===== config.mk =====
export PLATFORM = sky130hd
export DESIGN_NAME = clock_activity_monitor
export DESIGN_NICKNAME = d
export VERILOG_FILES = /design/src/rtl/clock_monitor_pkg.sv /design/src/rtl/clock_activity_monitor_window.sv /design/src/rtl/clock_activity_monitor.sv
export SDC_FILE = /design/constraint.sdc
export NUM_CORES = 1
export LEC_CHECK = 0
export CELL_PAD_IN_SITES_DETAIL_PLACEMENT = 1
export CELL_PAD_IN_SITES_GLOBAL_PLACEMENT = 1
export CORE_ASPECT_RATIO = 0.75
export CORE_UTILIZATION = 35
export DETAILED_ROUTE_END_ITERATION = 12
export PLACE_DENSITY = 0.66
export SETUP_SLACK_MARGIN = 0.3
export SYNTH_ARGS = -nofsm -noshare
export SYNTH_HDL_FRONTEND = slang
export SYNTH_HIERARCHICAL = 1
export SYNTH_SLANG_ARGS = --single-unit

===== constraint.sdc =====
create_clock -name clock -period 7.25 [get_ports clock]
set_input_delay 1.45 -clock clock [delete_from_list [all_inputs] [get_ports clock]]
set_output_delay 1.45 -clock clock [all_outputs]
set_load 0.05 [all_outputs]

===== src/rtl/clock_monitor_pkg.sv =====
// Shared definitions for the clock activity monitor: FSM state encodings
// and a constant-evaluable ceiling log2 used to size counters.
package clock_monitor_pkg;

  // Bit 1 of the encoding is the clock_running indication.
  typedef enum logic [1:0] {
    STOPPED  = 2'b00,
    STARTING = 2'b01,
    RUNNING  = 2'b11,
    STOPPING = 2'b10
  } monitor_state_t;

  // Ceiling log2; returns the number of bits needed to index 'value' items.
  function automatic int clog2(input int value);
    int result;
    int remaining;
    result    = 0;
    remaining = value - 1;
    while (remaining > 0) begin
      result    = result + 1;
      remaining = remaining >> 1;
    end
    return result;
  endfunction

endpackage


===== src/rtl/clock_activity_monitor_window.sv =====
// Window edge counter: synchronizes the monitored toggle into the reference
// domain, turns each toggle transition into one edge, and counts edges over
// fixed windows of reference cycles.
module window_edge_counter
  import clock_monitor_pkg::*;
#(
  parameter int STAGES        = 2,
  parameter int WINDOW_CYCLES = 64,
  parameter int MIN_EDGES     = 4,
  parameter int COUNT_WIDTH   = clog2(WINDOW_CYCLES + 1)
) (
  input  logic                   clock,
  input  logic                   reset,
  input  logic                   enable,
  input  logic                   monitored_toggle,
  output logic                   window_end,
  output logic                   pass,
  output logic [COUNT_WIDTH-1:0] total
);

  localparam logic [COUNT_WIDTH-1:0] LAST_CYCLE = COUNT_WIDTH'(WINDOW_CYCLES - 1);
  localparam logic [COUNT_WIDTH-1:0] MIN_COUNT  = COUNT_WIDTH'(MIN_EDGES);

  logic [STAGES-1:0]      sync_q;
  logic [STAGES-1:0]      sync_d;
  logic                   edge_prev_q;
  logic                   edge_prev_d;
  logic [COUNT_WIDTH-1:0] window_count_q;
  logic [COUNT_WIDTH-1:0] window_count_d;
  logic [COUNT_WIDTH-1:0] edge_count_q;
  logic [COUNT_WIDTH-1:0] edge_count_d;
  logic                   sync_out;
  logic                   edge_pulse;
  logic                   last_cycle;

  // Edge extraction and window bookkeeping; the synchronizer and edge-detect
  // flop always track so that re-enabling never produces a spurious edge.
  always_comb begin
    sync_d      = {sync_q[STAGES-2:0], monitored_toggle};
    sync_out    = sync_q[STAGES-1];
    edge_prev_d = sync_out;
    edge_pulse  = sync_out ^ edge_prev_q;

    last_cycle  = (window_count_q == LAST_CYCLE);
    window_end  = enable & last_cycle;
    total       = edge_count_q + {{(COUNT_WIDTH-1){1'b0}}, edge_pulse};
    pass        = (total >= MIN_COUNT);

    window_count_d = '0;
    edge_count_d   = '0;
    if (enable && !last_cycle) begin
      window_count_d = window_count_q + COUNT_WIDTH'(1);
      edge_count_d   = total;
    end
  end

  // Register the synchronizer chain, edge-detect history and counters.
  always_ff @(posedge clock) begin
    if (reset) begin
      sync_q         <= '0;
      edge_prev_q    <= 1'b0;
      window_count_q <= '0;
      edge_count_q   <= '0;
    end else begin
      sync_q         <= sync_d;
      edge_prev_q    <= edge_prev_d;
      window_count_q <= window_count_d;
      edge_count_q   <= edge_count_d;
    end
  end

endmodule


===== src/rtl/clock_activity_monitor.sv =====
// Clock activity monitor: declares the monitored clock running or stopped
// from per-window edge counts, with hysteresis in both directions.
module clock_activity_monitor
  import clock_monitor_pkg::*;
#(
  parameter int  STAGES           = 2,
  parameter int  WINDOW_CYCLES    = 64,
  parameter int  MIN_EDGES        = 4,
  parameter int  ASSERT_WINDOWS   = 2,
  parameter int  DEASSERT_WINDOWS = 2,
  localparam int COUNT_WIDTH      = clog2(WINDOW_CYCLES + 1)
) (
  input  logic                   clock,
  input  logic                   reset,
  input  logic                   enable,
  input  logic                   monitored_toggle,
  output logic                   clock_running,
  output logic                   clock_started,
  output logic                   clock_lost,
  output logic                   window_done,
  output logic [COUNT_WIDTH-1:0] last_edge_count
);

  localparam int STREAK_MAX   = (ASSERT_WINDOWS > DEASSERT_WINDOWS) ? ASSERT_WINDOWS
                                                                    : DEASSERT_WINDOWS;
  localparam int STREAK_WIDTH = clog2(STREAK_MAX + 1);
  localparam logic [STREAK_WIDTH-1:0] ASSERT_TARGET   = STREAK_WIDTH'(ASSERT_WINDOWS);
  localparam logic [STREAK_WIDTH-1:0] DEASSERT_TARGET = STREAK_WIDTH'(DEASSERT_WINDOWS);
  localparam logic [STREAK_WIDTH-1:0] STREAK_ONE      = STREAK_WIDTH'(1);

  if (STAGES < 2) begin : g_bad_stages
    $error("clock_activity_monitor: STAGES must be >= 2");
  end
  if (WINDOW_CYCLES < 2) begin : g_bad_window
    $error("clock_activity_monitor: WINDOW_CYCLES must be >= 2");
  end
  if (MIN_EDGES < 1 || MIN_EDGES > WINDOW_CYCLES) begin : g_bad_min_edges
    $error("clock_activity_monitor: MIN_EDGES must be in 1..WINDOW_CYCLES");
  end
  if (ASSERT_WINDOWS < 1) begin : g_bad_assert
    $error("clock_activity_monitor: ASSERT_WINDOWS must be >= 1");
  end
  if (DEASSERT_WINDOWS < 1) begin : g_bad_deassert
    $error("clock_activity_monitor: DEASSERT_WINDOWS must be >= 1");
  end

  logic                    window_end;
  logic                    pass;
  logic [COUNT_WIDTH-1:0]  total;

  monitor_state_t          state_q;
  monitor_state_t          state_d;
  logic [STREAK_WIDTH-1:0] streak_q;
  logic [STREAK_WIDTH-1:0] streak_d;
  logic [STREAK_WIDTH-1:0] streak_inc;
  logic [COUNT_WIDTH-1:0]  last_edge_count_q;
  logic [COUNT_WIDTH-1:0]  last_edge_count_d;
  logic                    clock_running_q;
  logic                    clock_running_d;
  logic                    clock_started_q;
  logic                    clock_started_d;
  logic                    clock_lost_q;
  logic                    clock_lost_d;
  logic                    window_done_q;
  logic                    window_done_d;

  window_edge_counter #(
    .STAGES        (STAGES),
    .WINDOW_CYCLES (WINDOW_CYCLES),
    .MIN_EDGES     (MIN_EDGES),
    .COUNT_WIDTH   (COUNT_WIDTH)
  ) u_window (
    .clock            (clock),
    .reset            (reset),
    .enable           (enable),
    .monitored_toggle (monitored_toggle),
    .window_end       (window_end),
    .pass             (pass),
    .total            (total)
  );

  // Hysteresis FSM: only a completed window can move the state, and the
  // streak counts consecutive windows that argue for the opposite state.
  always_comb begin
    state_d    = state_q;
    streak_d   = streak_q;
    streak_inc = streak_q + STREAK_ONE;
    if (window_end) begin
      case (state_q)
        STOPPED: begin
          if (pass) begin
            if (ASSERT_WINDOWS == 1) begin
              state_d = RUNNING;
            end else begin
              state_d  = STARTING;
              streak_d = STREAK_ONE;
            end
          end
        end
        STARTING: begin
          if (!pass) begin
            state_d  = STOPPED;
            streak_d = '0;
          end else if (streak_inc == ASSERT_TARGET) begin
            state_d  = RUNNING;
            streak_d = '0;
          end else begin
            streak_d = streak_inc;
          end
        end
        RUNNING: begin
          if (!pass) begin
            if (DEASSERT_WINDOWS == 1) begin
              state_d = STOPPED;
            end else begin
              state_d  = STOPPING;
              streak_d = STREAK_ONE;
            end
          end
        end
        STOPPING: begin
          if (pass) begin
            state_d  = RUNNING;
            streak_d = '0;
          end else if (streak_inc == DEASSERT_TARGET) begin
            state_d  = STOPPED;
            streak_d = '0;
          end else begin
            streak_d = streak_inc;
          end
        end
        default: begin
          state_d  = STOPPED;
          streak_d = '0;
        end
      endcase
    end

    last_edge_count_d = window_end ? total : last_edge_count_q;
    window_done_d     = window_end;
    clock_running_d   = state_d[1];
    clock_started_d   = window_end & ~state_q[1] &  state_d[1];
    clock_lost_d      = window_end &  state_q[1] & ~state_d[1];
  end

  // Register FSM state, streak and every output so they change together.
  always_ff @(posedge clock) begin
    if (reset) begin
      state_q           <= STOPPED;
      streak_q          <= '0;
      last_edge_count_q <= '0;
      clock_running_q   <= 1'b0;
      clock_started_q   <= 1'b0;
      clock_lost_q      <= 1'b0;
      window_done_q     <= 1'b0;
    end else begin
      state_q           <= state_d;
      streak_q          <= streak_d;
      last_edge_count_q <= last_edge_count_d;
      clock_running_q   <= clock_running_d;
      clock_started_q   <= clock_started_d;
      clock_lost_q      <= clock_lost_d;
      window_done_q     <= window_done_d;
    end
  end

  assign clock_running   = clock_running_q;
  assign clock_started   = clock_started_q;
  assign clock_lost      = clock_lost_q;
  assign window_done     = window_done_q;
  assign last_edge_count = last_edge_count_q;

endmodule

# Word level (Yosys, flattened, before mapping)
# Index checks and enable logic that the tools add are counted.
# totals
register_bits,31
inputBits,4
wordCells,53
# op_classes
n_addsub,3
order_cmp,1
n_eq_ne,9
n_mux,14
bitwise,9
reduce_logical,6
# op_table
operator,n
2-bit two-way mux,12
2-bit one-hot mux with 4 select lines,2
7-bit by 1-bit adder with 7-bit output,1
"7-bit by 1-bit adder with 7-bit output, second input constant",1
"7-bit by 6-bit == test with 1-bit output, second input constant",1
"7-bit by 3-bit >= comparator with 1-bit output, second input constant",1
"2-bit == test, second input constant",3
"3-bit inequality test, second input constant",2
1-bit AND,5
5-bit AND reduction,1
"2-bit inequality test, second input constant",2
1-bit NOT,3
3-bit AND reduction,1
"2-bit by 1-bit adder with 2-bit output, second input constant",1
"2-bit by 1-bit == test with 1-bit output, second input constant",1
2-bit logical NOT,1
2-bit OR reduction,1
1-bit logical AND,1
1-bit logical NOT,1
1-bit bitwise XOR,1

# Depth between registers and ports, before layout
# Gate-level depths: netlist (run 1).
# logic_depth
ltp_word,8
ltp_mapped,12
depth_no_buf,11

# Hierarchy
# The synthesis (run 1) kept the hierarchy.
# by_module_without_submodules
module,instances,cells_per_inst,area_per_inst_um2,seq_area_each_um2
window_edge_counter,1,74,752.0,340.3
clock_activity_monitor,1,76,678.2,280.3

# Worst setup path after synthesis (run 1)
# No wires, ideal clock.
# synth_timing
path_type,input -> register
from,in enable
to,reg state_q[1]
setup_ns,0.153
arrival_time_ns,2.477
t_required_ns,7.097
path_slack_ns,4.620
cell_stages,5
n_path_buf,1
cell_sequence,nor3b_1 buf_1 nand2_1 a21oi_1 a311oi_1
# synth_via
elab_chain_len,2
# synth_lines
item,line_no,source
from (decl),clock_activity_monitor.sv:15,"input logic enable,"
1-bit AND,clock_activity_monitor_window.sv:45,window_end = enable & last_cycle;
2-bit two-way mux,clock_activity_monitor.sv:88,if (window_end) begin
to (signal assigned),clock_activity_monitor.sv:157,state_q <= state_d;
to (decl),clock_activity_monitor.sv:51,monitor_state_t state_q;
# Every way passes these cells.
# A chain may end at the register's enable or synchronous reset.

# Worst setup path in the final report (run 1)
# layout_timing
from,reg u_window.sync_q[1]
to,reg state_q[0]
# layout_via
elab_chain_len,5
elab_cells_between_ends,11
cone_classes,add/sub (1); order compare (1); eq/ne (4); mux (3); bitwise (1); reduce/logical (1)
# layout_lines
item,line_no,source
from (decl),clock_activity_monitor_window.sv:24,logic [STAGES-1:0] sync_q;
from (signal assigned),clock_activity_monitor_window.sv:65,sync_q <= sync_d;
1-bit bitwise XOR (*),clock_activity_monitor_window.sv:42,edge_pulse = sync_out ^ edge_prev_q;
7-bit by 1-bit adder with 7-bit output (*),clock_activity_monitor_window.sv:46,"total = edge_count_q + {{(COUNT_WIDTH-1){1'b0}}, edge_pulse};"
7-bit by 3-bit >= comparator with 1-bit output (*),clock_activity_monitor_window.sv:47,pass = (total >= MIN_COUNT);
via pass,clock_activity_monitor.sv:48,logic pass;
"3-bit inequality test (no line), or another cell as far along",-,
5-bit AND reduction (no line) / 2-bit one-hot mux with 4 select lines (equally long branches),-,
# The timed path passes the listed nets; every way through them passes the cells marked *.

==> key figures, run 1 <==
STA
  • Final hold vios: 0
  • Unrepaired setup endpoints after global routing: no
  • Measured slew at the worst slew-check pin: around 1.1 ns
  • Fin crit share: a little under half
  • Final Max Tran Viols: 0
  • F_max: roughly 0.31 GHz
  • Final min period: between 3 and 4 ns
  • Layout Skew: between 0.003 and 0.004 ns
  • Slew margin rel.: 28.5%
  • Final setup viols: 0
  • Total negative slack: 0 ns
  • Fin Hold WS: about 0.44 ns

Die
  • Die Y: around 57 µm
  • Initial core utilization: 37.8%
  • CORE AREA: between 3000 and 4000 µm²
  • Chip Width: ~76 µm
  • I/O pin count: 15
  • Die Area: roughly 4300 µm²
  • Row count: 19

Routing
  • Routed WL: approximately 2800 µm
  • DRT iter0 DRCs: 47
  • DR pass1 iterations: 4
  • Post-route ant nets: 0
  • # DRC: 0
  • Vias: about 1100
  • Wire per inst: around 13 µm
  • Post-DR vias/cell: between 4 and 5

Power and ir drop
  • Clock power share: a little over two fifths
  • Peak VDD IR: 0.000111 V
  • Pwr per Cell Area: about 180 nW/µm²
  • Leakage: approximately 0.00063 µW
  • Comb pwr share: 2.5%
  • Switching part of the total: 20.6%
  • P_sw: 64.7 µW
  • Internal power: between 200 and 250 µW
  • Sequential Power Share: a little over half

Final layout
  • Antenna cells: 0
  • Share of post-route cells with drive strength above 1: 12.5%
  • Commonest cells after routing, fill and taps aside: dfxtp_1, nor2_1, clkdlybuf4s50_1
  • # fillers: around 450
  • Nets: 180
  • Commonest non-fill, non-tap cell in the layout: dfxtp_1
  • Layout area overhead: 19.5%

Clocking
  • Hold-fix buffer count after cts: 0
  • Num CTS Buffers: 5
  • Post-CTS Setup Bufs: 0
  • Clock buffer depth: 2
  • Clk slew on worst S/H paths: about 0.060 ns
  • Worst skew pair latency: approximately 0.28 ns
  • CTS tree: built
  • CTS Sinks: 31
  • H-tree Lvls: 2
  • Resized cells post-CTS: 0
  • Root Driver: clkbuf_8

Setup path
  • Reg2reg path depth: 9
  • Crit path kind: reg -> reg
  • CP startpoint: u_window/sync_q[1]$_SDFF_PP0_
  • Crit path DAT: between 3 and 4 ns
  • Flop2flop setup slack: between 3 and 4 ns
  • Worst Setup End Kind: register
  • Reg2reg start: u_window/sync_q[1]$_SDFF_PP0_
  • Max FO, Critical Path: 8
  • Critical Path Sink: state_q[0]$_SDFFE_PP0P_
  • Critical path required time: between 7 and 8 ns
  • Worst setup SP type: register
  • Reg2reg end: state_q[0]$_SDFFE_PP0P_

Place
  • # port buffers: 14
  • DP HPWL: 2120 µm
  • GPL Wtd Cong: just under 0.9

Global route
  • Initial antenna violation count: 0
  • First-pass GRT wire length: ~4800 µm
  • GRT Resource Usage Total: between 15 and 20%
  • Vias in the first global route: ~1100
  • Largest net degree at the start of global routing: 18
  • Overflow after GRT: 0

Synthesis
  • Register area share after synthesis: approximately 43%
  • Mapped Nets: around 160
  • Mapped Area: 1430 µm²
  • Synth unique cells: 39
  • Post-Syn Instances: 150
  • FF+latch count, synth: 31
  • YS warnings: 6
  • Syn avg cell area: approximately 9.5 µm²

Flow run
  • Max Cap Viol: 0

Worst hold path
  • Worst Hold Class: reg -> reg

Outcome
  • Status: finished, final reports clean
## stage by stage
step | worst slack, ns | instance area, µm² | std cells | total power (µW) | util [%]
2_1_floorplan | 4.62 | 1430 | 150 | 181 | -
3_3_place_gp | 4.12 | 1620 | 213 | 184 | 42.9
3_5_place_dp | 4.00 | 1620 | 213 | 184 | 42.9
4_1_cts | 3.99 | 1710 | 220 | 319 | 45.2
5_1_grt | 3.75 | 1710 | 220 | 331 | 45.2
6_report | 3.98 | 1710 | 220 | 314 | 45.2
## registers in the layout, indices dropped and copies added (netlist names)
signal,count
last_edge_count,7
u_window/edge_count_q,7
u_window/window_count_q,7
state_q,2
streak_q,2
u_window/sync_q,2
clock_lost,1
clock_started,1
u_window/edge_prev_q,1
window_done,1
## routing by layer
| metal | up-vias | track usage (%) | wire [µm] |
|---|---|---|---|
| met4 | 0 | 8.73 | 63 |
| met5 | - | 0 | 0 |
| met3 | 7 | 5.83 | 101 |
| met2 | 14 | 22.4 | 1240 |
| met1 | 498 | 19.8 | 1420 |
| li1 | 537 | - | - |
## Yosys cell counts (all sizes together)
| master | n | share of area, % |
|---|---|---|
| dfxtp | 31 | 43 |
| nor2 | 22 | 6.3 |
| nand2 | 11 | 3.2 |
| nor2b | 10 | 4.4 |
| a21oi | 9 | 3.1 |
| mux2i | 9 | 6.6 |
| ha | 8 | 7.0 |
| inv | 7 | 1.8 |
| xnor2 | 6 | 4.2 |
| nand3 | 4 | 1.7 |
| xor2 | 4 | 3.0 |
| and3 | 3 | 1.3 |
| buf | 3 | 1.6 |
| o21ai | 3 | 1.3 |
| a311oi | 2 | 1.2 |
| nand2b | 2 | 0.87 |
| nor3 | 2 | 0.70 |
| nor3b | 2 | 1.0 |
| a211oi | 1 | 0.53 |
| a2bb2o | 1 | 0.70 |
| a31oi | 1 | 0.44 |
| and2 | 1 | 0.61 |
| and2b | 1 | 0.61 |
| and4 | 1 | 0.61 |
| and4bb | 1 | 0.87 |
| clkbuf | 1 | 0.26 |
| nand4 | 1 | 0.87 |
| o31ai | 1 | 0.53 |
| o32ai | 1 | 0.61 |
| or4 | 1 | 0.53 |
## worst min-delay path by stage
stage | startpoint | to | slack (ns) | depth (start not counted)
final | u_window/sync_q[0]$_SDFF_PP0_ | u_window/sync_q[1]$_SDFF_PP0_ | 0.44 | 1
after global routing | u_window/sync_q[0]$_SDFF_PP0_ | u_window/sync_q[1]$_SDFF_PP0_ | 0.46 | 1
after CTS | u_window/sync_q[0]$_SDFF_PP0_ | u_window/sync_q[1]$_SDFF_PP0_ | 0.45 | 1
after detailed placement | u_window/sync_q[0]$_SDFF_PP0_ | u_window/sync_q[1]$_SDFF_PP0_ | 0.43 | 1
after global placement | u_window/window_count_q[0]$_SDFF_PP0_ | u_window/window_count_q[0]$_SDFF_PP0_ | 0.43 | 1
after floorplan | u_window/window_count_q[0]$_SDFF_PP0_ | u_window/window_count_q[0]$_SDFF_PP0_ | 0.41 | 1
## cells by family after synthesis
kind of cell | after synthesis | share of synthesized area [%]
AOI/OAI and AO/OA | 19 | 8.49
xor gates and xnor gates | 10 | 7.17
adders and majority gates | 8 | 7.00
buffers and inverters | 11 | 3.67
DFF | 31 | 43.4
muxes | 9 | 6.56
and+or+nand+nor | 62 | 23.7
## critical path: stages, from the launching register on
cell,delay (ns)
dfxtp_1,0.34
xor2_1,0.16
ha_1,0.22
ha_1,0.25
and4bb_2,0.26
o31ai_1,0.89
mux2i_2,0.35
nand2_2,0.10
or4_1,0.51
a21oi_1,0.13
## area by class of cell
type	count	area (µm²)	share of cell area, %
Multi-Input combinational cell	108	762	44.6
Clock buffer	6	82.6	4.83
Tap cell	52	65.1	3.81
Inverter	7	26.3	1.54
Timing Repair Buffer	15	148	8.64
Sequential cell	31	621	36.3
Clock inverter	1	5.00	0.293
## power groups by stage
stage	clock network, µW	logic (µW)	registers [µW]
after detailed placement	0	8.01	176
after global placement	0	7.66	176
after floorplan	0	4.71	176
after CTS	139	8.05	172
after global routing	150	8.67	173
final	134	7.81	172
No activity file was read; power rests on OpenSTA's default activity.
==> run 2, diff against run 1 <==
--- a/config.mk
+++ b/config.mk
@@ -10,7 +10,7 @@
 export CORE_ASPECT_RATIO = 0.75
 export CORE_UTILIZATION = 35
 export DETAILED_ROUTE_END_ITERATION = 12
-export PLACE_DENSITY = 0.66
+export PLACE_DENSITY = 0.68
 export SETUP_SLACK_MARGIN = 0.3
 export SYNTH_ARGS = -nofsm -noshare
 export SYNTH_HDL_FRONTEND = slang
==> constraint.sdc (replaced) <==
create_clock -name clock -period 2.92 [get_ports clock]
set_input_delay 0.584 -clock clock [delete_from_list [all_inputs] [get_ports clock]]
set_output_delay 0.584 -clock clock [all_outputs]
set_load 0.05 [all_outputs]
==> key figures, run 2 (synthesized netlist as in run 1, its figures left out) <==
Outcome
  • Status: finished, final reports clean

STA
  • Final Max Tran Viols: 0
  • Slew margin rel.: around three fifths
  • Unrepaired setup endpoints after global routing: yes
  • Layout Skew: between 0.004 and 0.005 ns
  • Final hold vios: 0
  • Final setup viols: 0
  • Fin crit share: approximately 90%
  • Measured slew at the worst slew-check pin: roughly 0.58 ns
  • Fin Hold WS: 0.444 ns
  • Final min period: around 2.6 ns
  • Worst setup margin: approximately 0.28 ns
  • Total negative slack: 0 ns
  • F_max: around 0.38 GHz

Routing
  • Routed WL: approximately 3300 µm
  • Post-DR vias/cell: approximately 4.9
  • DRT iter0 DRCs: 72
  • Post-route ant nets: 0
  • Vias: approximately 1100
  • DR pass1 iterations: 4
  • Wire per inst: around 14 µm
  • # DRC: 0

Power and ir drop
  • Total power: ~880 µW
  • Leakage: 0.000706 µW
  • Pwr per Cell Area: about 470 nW/µm²
  • Peak VDD IR: 0.000334 V

Setup path
  • Max FO, Critical Path: 5
  • Crit path kind: reg -> reg
  • Crit path cell chain: xor2_1 > ha_2 > ha_4 > and2_4 > a21oi_2 > o32ai_2 > o31ai_2 > buf_4 > mux2i_2 > a21oi_1 > or4_4 > a21oi_2
  • Worst path buffer plus inverter count: 1
  • Largest delay share family, worst path: simple AND/OR/NAND/NOR gates
  • CP Depth: 12
  • Most used cell, CP: a21oi_2
  • Worst Setup End Kind: register
  • Crit path DAT: approximately 2.9 ns
  • Worst setup SP type: register
  • Critical path required time: approximately 3.1 ns
  • Reg2reg path depth: 12
  • Slowest CP cell: or4_4
  • Slowest stage delay, CP: around 0.50 ns

Clocking
  • Worst skew pair latency: about 0.28 ns
  • CTS Sinks: 31
  • Hold-fix buffer count after cts: 0
  • H-tree Lvls: 2
  • Clock buffer depth: 2
  • Clk slew on worst S/H paths: 0.06 ns
  • Root Driver: clkbuf_8
  • Num CTS Buffers: 5
  • CTS tree: built

Global route
  • First-pass GRT wire length: about 5200 µm
  • GRT Resource Usage Total: between 15 and 20%
  • Largest net degree at the start of global routing: 16
  • Initial antenna violation count: 0
  • Overflow after GRT: 0
  • Vias in the first global route: approximately 1100

Worst hold path
  • Worst Hold Class: reg -> reg
  • Hold depth: 1

Final layout
  • Nets: 191
  • Commonest non-fill, non-tap cell in the layout: dfxtp_1
  • Antenna cells: 0
  • Layout area overhead: 31.1%
  • Commonest cells after routing, fill and taps aside: dfxtp_1, nor2_1, clkdlybuf4s50_1
  • Share of post-route cells with drive strength above 1: between 20% and 30%

Flow run
  • Max Cap Viol: 0

Die
  • Initial core utilization: a little under two fifths
  • Die Y: between 50 and 60 µm
  • CORE AREA: about 3800 µm²
  • Chip Width: 75.8 µm
  • Die Area: between 4000 and 5000 µm²
  • Row count: 19
  • I/O pin count: 15

Place
  • GPL Wtd Cong: ~0.77
  • DP HPWL: roughly 2200 µm
  • # port buffers: 14
  • Setup WS pre-CTS: 0.0390 ns
run 2: cell count changes in the layout (fill, tap and decap cells not counted), moves of 2 or more:
cell | before | now
dfxtp_2 | 0 | 2
a21oi_2 | 0 | 2
dfxtp_1 | 31 | 29
ha_1 | 8 | 6
a21oi_1 | 9 | 7
buf_4 | 1 | 12
run 2: report_power, final:
| part | switching, µW | internal [µW] | leakage (µW) | total [µW] |
|---|---|---|---|---|
| logic | 11.9 | 9.78 | 0.000394 | 21.7 |
| clock network | 157 | 276 | 0.0000612 | 432 |
| registers | 1.81 | 427 | 0.000251 | 428 |
run 2: final cells by class:
| class | instances | area (µm²) |
|---|---|---|
| fillers | 427 | 1900 |
| repair buffers | 26 | 230 |
| multi-input cells | 108 | 813 |
| well taps | 52 | 65.1 |
| flip-flops and latches | 31 | 623 |
| clock inverters | 2 | 35.0 |
| inverters | 7 | 26.3 |
| clock buffers | 6 | 82.6 |
run 2: metrics by stage:
stage | std cells | area, µm² | utilization (%)
2_1_floorplan | 150 | 1430 | -
3_3_place_gp | 216 | 1640 | 43.5
3_5_place_dp | 216 | 1640 | 43.5
4_1_cts | 228 | 1840 | 48.6
5_1_grt | 232 | 1880 | 49.6
6_report | 232 | 1880 | 49.6
run 2: layer usage:
metal / share of wire [%] / global-route usage (%) / vias up
met3: 3.1 / 4.77 / 10
met4: 2.9 / 6.35 / 0
met2: 49 / 28.3 / 18
met1: 45 / 19.6 / 554
met5: 0 / 0 / -
li1: - / - / 560
run 2: path summary, 6_finish.rpt:
path / startpoint / end / slack [ns]
setup / recovery: u_window/sync_q[1]$_SDFF_PP0_ / state_q[0]$_SDFFE_PP0P_ / 0.28
hold / removal: u_window/sync_q[0]$_SDFF_PP0_ / u_window/sync_q[1]$_SDFF_PP0_ / 0.44
setup reg to reg: u_window/sync_q[1]$_SDFF_PP0_ / state_q[0]$_SDFFE_PP0P_ / 0.28
hold reg to reg: u_window/sync_q[0]$_SDFF_PP0_ / u_window/sync_q[1]$_SDFF_PP0_ / 0.44
run 2: timing repair:
| action | CTS | global route |
|---|---|---|
| pin swaps | 5 | 8 |
| setup buffers | 4 | 4 |
| endpoints found under the setup margin | 1 | 3 |
| resized for setup | 10 | 2 |
